## config.mk

```make
export PLATFORM = sky130hd
export DESIGN_NAME = hier_rr_dispatch
export DESIGN_NICKNAME = d
export VERILOG_FILES = /design/src/rtl/hier_rr_dispatch.sv
export SDC_FILE = /design/constraint.sdc
export NUM_CORES = 1
export LEC_CHECK = 0
export BUFFER_PORTS_ARGS = -buffer_cell sky130_fd_sc_hd__buf_2
export CAP_MARGIN = 5
export CELL_PAD_IN_SITES_DETAIL_PLACEMENT = 1
export CELL_PAD_IN_SITES_GLOBAL_PLACEMENT = 1
export CORE_MARGIN = 2
export CORE_UTILIZATION = 38
export DETAILED_ROUTE_END_ITERATION = 10
export GPL_ROUTABILITY_DRIVEN = 1
export PLACE_DENSITY = 0.86
export SYNTH_ARGS = -nofsm -noshare
export SYNTH_HDL_FRONTEND = slang
export SYNTH_SLANG_ARGS = --single-unit
```

## constraint.sdc

```tcl
create_clock -name clk -period 2.3 [get_ports clk]
set_input_delay 0.345 -clock clk [delete_from_list [all_inputs] [get_ports clk]]
set_output_delay 0.345 -clock clk [all_outputs]
set_load 0.02 [all_outputs]
```

## src/rtl/hier_rr_dispatch.sv

```systemverilog
// hier_rr_dispatch: round-robin dispatcher feeding NUM_CHILD child slots
// from a single valid/ready stream through a one-entry holding register.
// Keeps a saturating count of completed dispatches.
// Optional feature macro: HIER_DISPATCH_TIMEOUT_EN. When it is defined, a
// word that waits TIMEOUT cycles on a stalled child is moved to the next
// child in the ring and timeout_o pulses for one cycle.
module hier_rr_dispatch #(
  parameter int NUM_CHILD = 10,
  parameter int DATA_W    = 8,
  parameter int CNT_W     = 16,
  parameter int TIMEOUT   = 4
) (
  input  logic                 clk,
  input  logic                 rst_n,
  input  logic                 in_valid,
  output logic                 in_ready,
  input  logic [DATA_W-1:0]    in_data,
  output logic [NUM_CHILD-1:0] out_valid,
  input  logic [NUM_CHILD-1:0] out_ready,
  output logic [DATA_W-1:0]    out_data,
  output logic [CNT_W-1:0]     sent_cnt,
  output logic                 timeout_o
);

  localparam int IDX_W = (NUM_CHILD > 1) ? $clog2(NUM_CHILD) : 1;
  localparam logic [IDX_W-1:0]     LAST_IDX = IDX_W'(NUM_CHILD - 1);
  localparam logic [NUM_CHILD-1:0] ONE_HOT  = NUM_CHILD'(1);
  localparam logic [CNT_W-1:0]     CNT_MAX  = '1;

  // Reject configurations outside the supported range at elaboration time.
  if (NUM_CHILD < 2 || NUM_CHILD > 16 || TIMEOUT < 1) begin : g_bad_cfg
    $error("hier_rr_dispatch: NUM_CHILD must be 2..16 and TIMEOUT >= 1");
  end

  typedef enum logic {
    IDLE = 1'b0,
    HOLD = 1'b1
  } state_t;

  state_t            state_q, state_d;
  logic [IDX_W-1:0]  tgt_q, tgt_d;
  logic [IDX_W-1:0]  rr_ptr_q, rr_ptr_d;
  logic [DATA_W-1:0] data_q, data_d;
  logic [CNT_W-1:0]  cnt_q, cnt_d;
  logic              full;
  logic              out_fire;
  logic              in_fire;
  logic              expire;

  // Next child in the ring, wrapping the last slot back to slot 0.
  function automatic logic [IDX_W-1:0] wrap_inc(input logic [IDX_W-1:0] idx);
    return (idx == LAST_IDX) ? '0 : idx + IDX_W'(1);
  endfunction

  assign full      = (state_q == HOLD);
  assign out_fire  = full & out_ready[tgt_q];
  assign in_ready  = ~full | out_fire;
  assign in_fire   = in_valid & in_ready;
  assign out_valid = full ? (ONE_HOT << tgt_q) : '0;
  assign out_data  = data_q;
  assign sent_cnt  = cnt_q;

`ifdef HIER_DISPATCH_TIMEOUT_EN
  localparam int WAIT_W = $clog2(TIMEOUT + 1);
  localparam logic [WAIT_W-1:0] WAIT_LAST = WAIT_W'(TIMEOUT - 1);

  logic [WAIT_W-1:0] wait_q, wait_d;
  logic              timeout_q, timeout_d;

  // A stalled word expires on its last allowed cycle unless it fires then.
  assign expire    = full & ~out_fire & (wait_q == WAIT_LAST);
  assign timeout_o = timeout_q;

  // Wait counter: counts stalled HOLD cycles, clears on load, fire or expiry.
  always_comb begin
    wait_d    = wait_q;
    timeout_d = 1'b0;
    if (!full || out_fire) begin
      wait_d = '0;
    end else if (expire) begin
      wait_d    = '0;
      timeout_d = 1'b1;
    end else begin
      wait_d = wait_q + WAIT_W'(1);
    end
  end

  // Wait counter and timeout pulse registers.
  always_ff @(posedge clk or negedge rst_n) begin
    if (!rst_n) begin
      wait_q    <= '0;
      timeout_q <= 1'b0;
    end else begin
      wait_q    <= wait_d;
      timeout_q <= timeout_d;
    end
  end
`else
  assign expire    = 1'b0;
  assign timeout_o = 1'b0;
`endif

  // Next-state logic: load, dispatch/reload, or re-target the held word.
  always_comb begin
    state_d  = state_q;
    tgt_d    = tgt_q;
    rr_ptr_d = rr_ptr_q;
    data_d   = data_q;
    case (state_q)
      IDLE: begin
        if (in_fire) begin
          state_d = HOLD;
          data_d  = in_data;
          tgt_d   = rr_ptr_q;
        end
      end
      HOLD: begin
        if (out_fire) begin
          if (in_fire) begin
            data_d   = in_data;
            tgt_d    = wrap_inc(tgt_q);
            rr_ptr_d = wrap_inc(wrap_inc(tgt_q));
          end else begin
            state_d  = IDLE;
            rr_ptr_d = wrap_inc(tgt_q);
          end
        end else if (expire) begin
          tgt_d = wrap_inc(tgt_q);
        end
      end
      default: begin
        state_d = IDLE;
      end
    endcase
  end

  // Dispatch counter: one step per completed dispatch, stuck at all-ones.
  always_comb begin
    cnt_d = cnt_q;
    if (out_fire && (cnt_q != CNT_MAX)) begin
      cnt_d = cnt_q + CNT_W'(1);
    end
  end

  // State, target, pointer, payload and counter registers.
  always_ff @(posedge clk or negedge rst_n) begin
    if (!rst_n) begin
      state_q  <= IDLE;
      tgt_q    <= '0;
      rr_ptr_q <= '0;
      data_q   <= '0;
      cnt_q    <= '0;
    end else begin
      state_q  <= state_d;
      tgt_q    <= tgt_d;
      rr_ptr_q <= rr_ptr_d;
      data_q   <= data_d;
      cnt_q    <= cnt_d;
    end
  end

endmodule
```

After elaboration in Yosys (flattened, before gate mapping)
Cells that the tools add are included.
{"block": "classes", "add_sub_neg": 3, "n_lt_le_gt_ge": 1, "n_eq_ne": 6, "n_shift": 1, "mux": 16, "bitwise": 4, "n_reduce_logical": 3}
{"cell": "4-bit two-way mux", "count": 6}
{"cell": "16-bit by 1-bit adder with 16-bit output, second input constant", "count": 1}
{"cell": "8-bit two-way mux", "count": 2}
{"cell": "16-bit inequality test, second input constant", "count": 1}
{"cell": "8-bit one-hot mux with 2 select lines", "count": 1}
{"cell": "10-bit two-way mux", "count": 1}
{"cell": "1-bit by 4-bit left shift with 10-bit output, first input constant", "count": 1}
{"cell": "4-bit by 1-bit adder with 4-bit output, second input constant", "count": 2}
{"cell": "4-bit == test, second input constant", "count": 2}
{"cell": "4-bit one-hot mux with 2 select lines", "count": 1}
{"cell": "4-bit by 5-bit less-than comparator with 1-bit output, second input constant", "count": 1}
{"cell": "1-bit binary-select mux with 4-bit select", "count": 1}
{"cell": "2-bit by 1-bit inequality test with 1-bit output, second input constant", "count": 2}
{"cell": "1-bit two-way mux", "count": 3}
{"cell": "3-bit AND reduction", "count": 1}
{"cell": "1-bit AND", "count": 2}
{"cell": "2-bit inequality test, second input constant", "count": 1}
{"cell": "1-bit one-hot mux with 2 select lines", "count": 1}
{"cell": "2-bit AND reduction", "count": 1}
{"cell": "1-bit logical AND", "count": 1}
{"cell": "1-bit NOT", "count": 1}
{"cell": "1-bit OR", "count": 1}
{"block": "word_totals", "ff_bits": 33, "input_bits": 21}

Longest topological paths before layout
Gate-level depths: netlist of run 1.
{"block": "logic_depth", "word_depth": 8, "depth_mapped": 7, "mapped_depth_nobuf": 6}

Worst setup path before layout of run 1
OpenSTA, ideal clock, no wires.
{"block": "synth_path", "path_type": "reg2reg", "startpoint": "reg cnt_q[0] (netlist: sent_cnt[0])", "endpoint": "reg cnt_q[10] (netlist: sent_cnt[10])", "setup_time_ps": 138, "arrival_ps": 1960, "required_time_ps": 2162, "path_slack_ps": 201, "stages_incl_launch_ff": 8, "period_less_slack_ps": 2099, "cell_sequence": "dfrtp_1 ha_1 nand2_1 or4b_4 nor2_1 buf_4 nor4_1 xor2_1"}
{"block": "synth_between", "elab_chain_cells": 2, "elab_cells_between_ends": 3, "cone_classes": "1 x add/sub; 1 x eq/ne; 1 x reduce/logical"}
{"item": "from (decl)", "line_no": "44", "rtl": "logic [CNT_W-1:0] cnt_q, cnt_d;"}
{"item": "from (signal assigned)", "line_no": "158", "rtl": "cnt_q <= cnt_d;"}
{"item": "parallel branches: the longest is 2 deep, another holds 16-bit by 1-bit adder with 16-bit output"}
Parallel ways; which one is timed is not known.
A chain may end at the register's enable or synchronous reset.

Worst setup path after layout of run 1
{"block": "layout_path", "startpoint": "reg tgt_q[0]", "endpoint": "out in_ready"}
{"block": "layout_between", "elab_chain_cells": 4}
{"item": "from (decl)", "line_no": "41", "rtl": "logic [IDX_W-1:0] tgt_q, tgt_d;"}
{"item": "from (signal assigned)", "line_no": "155", "rtl": "tgt_q <= tgt_d;"}
{"item": "1-bit binary-select mux with 4-bit select", "line_no": "56", "rtl": "assign out_fire = full & out_ready[tgt_q];"}
{"item": "1-bit two-way mux (not written as such)", "line_no": "56"}
{"item": "1-bit AND", "line_no": "56"}
{"item": "1-bit OR", "line_no": "57", "rtl": "assign in_ready = ~full | out_fire;"}
{"item": "to (decl)", "line_no": "16", "rtl": "output logic in_ready,"}
Every way passes these cells. The select of a mux whose other input is x is not followed.

==> metrics.md, run 1 <==
| Metric | Value |
|---|---|
| Status | complete, no violations |
| Commonest cells after routing, fill and taps aside | buf_2 (55), nand2_1 (37), dfrtp_1 (31) |
| Post-route insts no fill | 345 |
| Die footprint | 0.00572 mm² |
| Fillers | between 600 and 700 |
| M3 GR Usage | 3.57% |
| Vias per Instance | approximately 5.0 |
| CP startpoint | tgt_q[0] |
| Core area | between 0.005 and 0.006 mm² |
| M1 GR Usage | between 20% and 30% |
| Yosys warnings | 0 |
| Grt met2 use | 32.2% |
| Initial DRT Pass Iterations | 4 |
| Simple-gate share of the synthesized area | between 20% and 30% |
| Sequential Power Share | 28.8% |
| Starting density of the core | 38.7% |
| Critical R2R Launch | tgt_q[0] |
| Largest net degree at the start of global routing | 34 |
| Max_cap viols | 0 |
| Layout cells sized above 1 | 34.2% |
| Setup tns final | 0 ns |
| Number of flops mapped to enable cells by yosys | 0 |
| Worst hold path type | in -> async |
| Final Critical Period | 2.22 ns |
| Clk Latency, worst-skew pair | 0.28 ns |
| Async SR Flop Fraction | 100% |
| CP Data Arrival Time | 1.87 ns |
| Placed Instance Area | 0.00232 mm² |
| GRT overflow | 0 |
| Final Max Tran Viols | 0 |
| Diode count | 0 |
| Hold Fails Final Rpt | 0 |
| Drc violations | 0 |
| Synthesized flop and latch total | 33 |
| Post-route cell area | about 0.0024 mm² |
| Sequential share of the synthesized area | a little over two fifths |
| Fmax | 0.451 GHz |
| R2R depth | 7 |
| Top Ports | 57 |
| Gpl congestion | 0.806 |
| Critical Path Sink | in_ready |
| Most common cell after layout, fill and taps aside | buf_2 |
| Max_slew headroom | between 50% and 60% |
| WL per Instance | 14.6 µm |
| CTS tree | yes |
| Reg clk slew, reported paths | approximately 0.070 ns |
| Syn nets | 234 |
| Mapped Cells | 210 |
| Setup CP Type | reg -> out |
| Fin crit share | 96.5% |
| Die X | 75.6 µm |
| HPWL Detailed | 3800 µm |
| Hold buffers post-CTS | 0 |
| Slew of the pin with the lowest slew margin | 0.715 ns |
| Lkg Pwr | 0.00115 µW |
| Net switching power | 1730 µW |
| Row count | 26 |
| Post-layout util | 48.1% |
| Startpoint Class | flip-flop |
| Clock Sinks | 33 |
| Post-Synth XOR/XNOR Area | between 7 and 8% |
| CTS max path bufs | 2 |
| Largest family of logic cells by synthesized area | simple AND/OR/NAND/NOR gates |
| Die Y | 75.6 µm |
| Htree depth | 2 |
| Top FF cell, synth | dfrtp_1 |
| Synth cell types | 47 |
| First-pass GRT wire length | around 8300 µm |
| # port buffers | 55 |
| Clock power share | 11.2% |
| Clock Skew | 0.00479 ns |
| Initial antenna violation count | 0 |
| Number of clock buffers inserted by TritonCTS | 5 |
| Vias in the first global route | 1753 |
| Via count | about 1700 |
| Required time worst endpoint | 1.96 ns |
| Cell Area, Synth | around 0.0020 mm² |
| Adder-Cell Fraction of Synth Area | under 10% |
| Clk root buf | clkbuf_8 |
| Critical path fanouts, max | 4 |
| Post-synthesis mux area share | 5.84% |
| Final setup viols | 0 |
| Gr busiest metal | met2 |
| First DRT Iteration DRCs | 61 |
| Pint | 1920 µW |
| Final #Nets | slightly below 300 |
| Final wirelength | roughly 5000 µm |
| RSZ-0062 raised after global routing | no |
| Peak VDD IR | a little under 0.0006 V |
| Sw frac | 47.5% |
| Mean Syn Cell Area | 9.29 µm² |
| GRT Resource Usage Total | approximately 19% |
| ANT nets after route | 0 |
| DP Cell Count | approximately 340 |
| Power per standard cell area | 1500 mW/mm² |
| Layout area overhead | 24.4% |
| Worst r2r dst | rr_ptr_q[2] |
| Synth Area in Compound Gates | a little over 10% |
| Reg2Reg Setup Slack | 0.19 ns |
| Critical path endpoint category | output pin |
| Logic pwr share | 60.0% |
how the worst min path moves through the flow:
| stage | from | endpoint | depth (start not counted) |
|---|---|---|---|
| after floorplan | rst_n | full | 0 |
| after CTS | rst_n | sent_cnt[1] | 1 |
| after global routing | rst_n | sent_cnt[3] | 1 |
| final | rst_n | sent_cnt[15] | 1 |
| after detailed placement | rst_n | sent_cnt[2] | 1 |
| after global placement | rst_n | sent_cnt[2] | 1 |
power groups by stage:
| stage | logic (µW) | registers (µW) | clock network, µW |
|---|---|---|---|
| floorplan | 1400 | 1170 | 0 |
| global placement | 2060 | 1060 | 0 |
| detailed placement | 2160 | 1070 | 0 |
| CTS | 2210 | 1050 | 426 |
| global route | 2430 | 1090 | 453 |
| finish | 2190 | 1050 | 410 |
what timing repair did:
| action | in CTS | in global routing |
|---|---|---|
| pin swaps | 0 | 1 |
| setup buffers | 2 | 0 |
| endpoints found under the setup margin | 1 | 1 |
| gates resized for setup | 2 | 2 |
final cells by class:
type	instances	area, µm²	share of cell area [%]
inverters	4	15.0	0.619
clock buffers	8	80.1	3.30
repair buffers	69	380	15.7
well taps	70	87.6	3.61
multi-input cells	161	1040	42.7
flip-flops and latches	33	828	34.1
registers in the layout (all words and copies together), names as in the netlist:
name,count
full,1
out_data,8
rr_ptr_q,4
sent_cnt,16
tgt_q,4
metrics by stage:
step	setup slack, ns	power [µW]	hold slack (ns)
global placement	0.198	3110	0.447
finish	0.0816	3650	0.120
floorplan	0.201	2570	0.0494
global route	0.0150	3980	0.178
CTS	0.0327	3690	0.148
detailed placement	0.145	3220	0.457
critical path: stages, from the launching register on:
cell and delay [ns]:
dfrtp_2 0.44, mux2_4 0.30, or3_4 0.36, a31oi_4 0.23, nand2_2 0.10, buf_2 0.17
synthesized netlist by cell type, types with 2 or more instances:
library cell	n	area, µm²
a21oi_1	7	35.0
a31o_2	2	17.5
a31oi_1	4	25.0
and2_1	3	18.8
and3_1	2	12.5
buf_2	3	15.0
buf_4	2	15.0
buf_6	3	33.8
clkbuf_1	3	11.3
dfrtp_1	33	826
ha_1	3	37.5
inv_1	3	11.3
mux2_2	3	33.8
mux2_4	2	30.0
mux2i_1	5	50.1
nand2_1	38	143
nand2b_1	5	31.3
nand3_1	9	45.0
nor2_1	13	48.8
nor2b_1	3	18.8
nor3_1	7	35.0
nor4_1	8	50.1
nor4b_1	5	43.8
o21ai_0	6	30.0
xnor2_1	3	26.3
xor2_1	14	123
routing by layer:
layer	part of all wire, %	up-vias
met5	0	-
met4	1.0	0
met3	3.9	4
met2	49	46
met1	46	817
li1	-	857
logic make-up (layout without fill, tap and decap cells):
group,count (synthesis),count (layout)
other cells,1,1
simple gates,102,102
xor+xnor,17,17
fa+ha+maj,3,3
mux,10,10
flops,33,33
compound gates,28,28
buf+inv,16,81
No activity file was read; power rests on OpenSTA's default activity.
==> run 2: changes to the inputs <==
--- a/config.mk
+++ b/config.mk
@@ -9,7 +9,6 @@
 export CAP_MARGIN = 5
 export CELL_PAD_IN_SITES_DETAIL_PLACEMENT = 1
 export CELL_PAD_IN_SITES_GLOBAL_PLACEMENT = 1
-export CORE_MARGIN = 2
 export CORE_UTILIZATION = 38
 export DETAILED_ROUTE_END_ITERATION = 10
 export GPL_ROUTABILITY_DRIVEN = 1
==> run 2 against run 1 <==
  * Flip-flop and latch count is the same
  * Cell count shrank 1.7%
  * Sequential power is essentially flat
  * Hold slack lost 0.0059 ns
  * Fmax shrank 0.24%
  * Setup slack lost 0.0054 ns
  * Core utilization grew 2.0 points
  * Non-clock buffer count shrank 3
  * Register-to-register slack lost 0.06 ns
  * Clock-buffer cell count shrank 2
  * Power grew 0.39%
  * Largest power group unchanged
==> metrics.md, run 2 (same netlist as run 1, synthesis figures left out) <==
| Metric | Value |
|---|---|
| Clock Sinks | 33 (unchanged) |
| Clk root buf | clkbuf_8 |
| Starting density of the core | 40.5% (+1.8 points) |
| Final Max Tran Viols | 0 (unchanged) |
| Die footprint | 0.00542 mm² (-5.2%) |
| Worst slack, placed | 0.153 ns (+0.00805 ns) |
| Gpl congestion | 0.778 (-3.4%) |
| Startpoint Class | flip-flop |
| ANT nets after route | 0 (unchanged) |
| Initial DRT Pass Iterations | 4 (unchanged) |
| Number of flip-flops in the largest register | 16 (unchanged) |
| Via count | 1731 (+0.41%) |
| Number of clock buffers inserted by TritonCTS | 5 (unchanged) |
| WL per Instance | 15.2 µm (+4.1%) |
| CTS max path bufs | 2 (unchanged) |
| Power per standard cell area | 1520 mW/mm² (+0.97%) |
| CTS tree | yes |
| CP Data Arrival Time | 1.88 ns (about the same) |
| Die Y | 73.6 µm (-2.6%) |
| GRT Resource Usage Total | 21.1% (+1.8 points) |
| Setup CP Type | reg -> out |
| Reg2Reg Setup Slack | 0.13 ns (-0.06 ns) |
| Required time worst endpoint | 1.96 ns (about the same) |
| Top Ports | 57 (unchanged) |
| R2R depth | 7 (unchanged) |
| Core area | 0.00482 mm² (-4.5%) |
| Clk Latency, worst-skew pair | 0.29 ns (about the same) |
| Layout cells sized above 1 | 33.8% (-0.36 points) |
| GRT overflow | 0 (unchanged) |
| # port buffers | 55 (unchanged) |
| RSZ-0062 raised after global routing | no |
| Clock Skew | 0.00541 ns (+0.000617 ns) |
| Commonest cells after routing, fill and taps aside | buf_2 (55), nand2_1 (38), dfrtp_1 (31) |
| Peak VDD IR | 0.000608 V (+4.1%) |
| Worst hold path type | in -> async |
| Htree depth | 2 (unchanged) |
| Fillers | 611 (-1.5%) |
| Most common cell after layout, fill and taps aside | buf_2 |
| Vias per Instance | 5.11 (+2.2%) |
| Critical path endpoint category | output pin |
| Initial antenna violation count | 0 (unchanged) |
| Reg clk slew, reported paths | 0.07 ns (about the same) |
| Worst r2r dst | sent_cnt[6] |
| Die X | 73.6 µm (-2.6%) |
| Status | complete, no violations |
| Final #Nets | 295 (-1.0%) |
| Final Critical Period | 2.22 ns (+0.00542 ns) |
| Drc violations | 0 (unchanged) |
| Final setup viols | 0 (unchanged) |
| Row count | 25 (-3.8%) |
| Layout area overhead | 23.7% |
| Max_slew headroom | 50.6% (-1.7 points) |
| Max_cap viols | 0 (unchanged) |
| Critical path fanouts, max | 4 (unchanged) |
| Final wirelength | 5140 µm (+2.3%) |
| Setup slack after layout | 0.0762 ns (-0.00542 ns) |
| Hold Fails Final Rpt | 0 (unchanged) |
| First DRT Iteration DRCs | 90 (+48%) |
| Largest net degree at the start of global routing | 34 (unchanged) |
| Diode count | 0 (unchanged) |
| Slew of the pin with the lowest slew margin | 0.741 ns (+0.0259 ns) |
| Fin crit share | 96.7% (+0.24 points) |
| Critical R2R Launch | sent_cnt[0] |
| Setup tns final | 0 ns (unchanged) |
| HPWL Detailed | 3800 µm (-0.17%) |
| Fmax | 0.450 GHz (-0.24%) |
| Lkg Pwr | 0.00115 µW (-0.39%) |
| Vias in the first global route | 1794 (+2.3%) |
| First-pass GRT wire length | 8660 µm (+4.8%) |
| Hold buffers post-CTS | 0 (unchanged) |
[run 2: worst max path at each step]
stage	slack [ns]	start	end	cells after the start
2_1_floorplan	0.20	sent_cnt[0]	sent_cnt[10]	7
3_3_place_gp	0.25	sent_cnt[0]	sent_cnt[8]	7
3_5_place_dp	0.15	sent_cnt[0]	sent_cnt[6]	7
4_1_cts	0.005	tgt_q[0]	in_ready	5
5_1_grt	0.02	tgt_q[0]	in_ready	5
6_report	0.08	tgt_q[0]	in_ready	5
[run 2: through the flow]
stage / std cells / power (µW) / hold slack, ns / utilization, % / cell area [µm²]
2_1_floorplan: 210 / 2570 / 0.0494 / - / 1950
3_3_place_gp: 330 / 3150 / 0.452 / 48.1 / 2320
3_5_place_dp: 330 / 3230 / 0.454 / 48.1 / 2320
4_1_cts: 338 / 3670 / 0.145 / 49.8 / 2400
5_1_grt: 339 / 3960 / 0.177 / 50.1 / 2410
6_report: 339 / 3670 / 0.115 / 50.1 / 2410
[run 2: area by class of cell]
type	count	area, µm²	share of cell area (%)
multi-input combinational	161	1030	42.8
sequential	33	828	34.3
timing repair buffer	66	370	15.3
tap	67	83.8	3.47
clock buffer	6	72.6	3.01
inverter	4	15.0	0.622
clock inverter	2	10.0	0.415
[run 2: critical path, stage by stage (launching register included)]
cell and delay [ns]:
dfrtp_2 0.43, mux2_4 0.30, or3_4 0.37, a31oi_4 0.21
nand2_1 0.11, buf_2 0.17
[run 2: where the power goes]
group	total (µW)	leakage, µW	internal [µW]	switching [µW]
clock network	421	0.0000450	209	212
logic	2190	0.000719	885	1310
registers	1050	0.000381	823	227
total	3670	0.00115	1920	1750
[run 2: repair_timing]
action                                 in CTS  in global routing
endpoints found under the hold margin       0                  0
gates resized for setup                     0                  3
setup endpoints to repair                   0                  1
setup buffers                               0                  1
[run 2: routing by layer]
metal  global-route usage, %  up-vias  wire (µm)
met5                       0        -          0
met4                    7.48        0         71
met3                    3.43        6        197
met2                    34.1       48       2420
met1                    28.4      833       2460
li1                        -      844          -
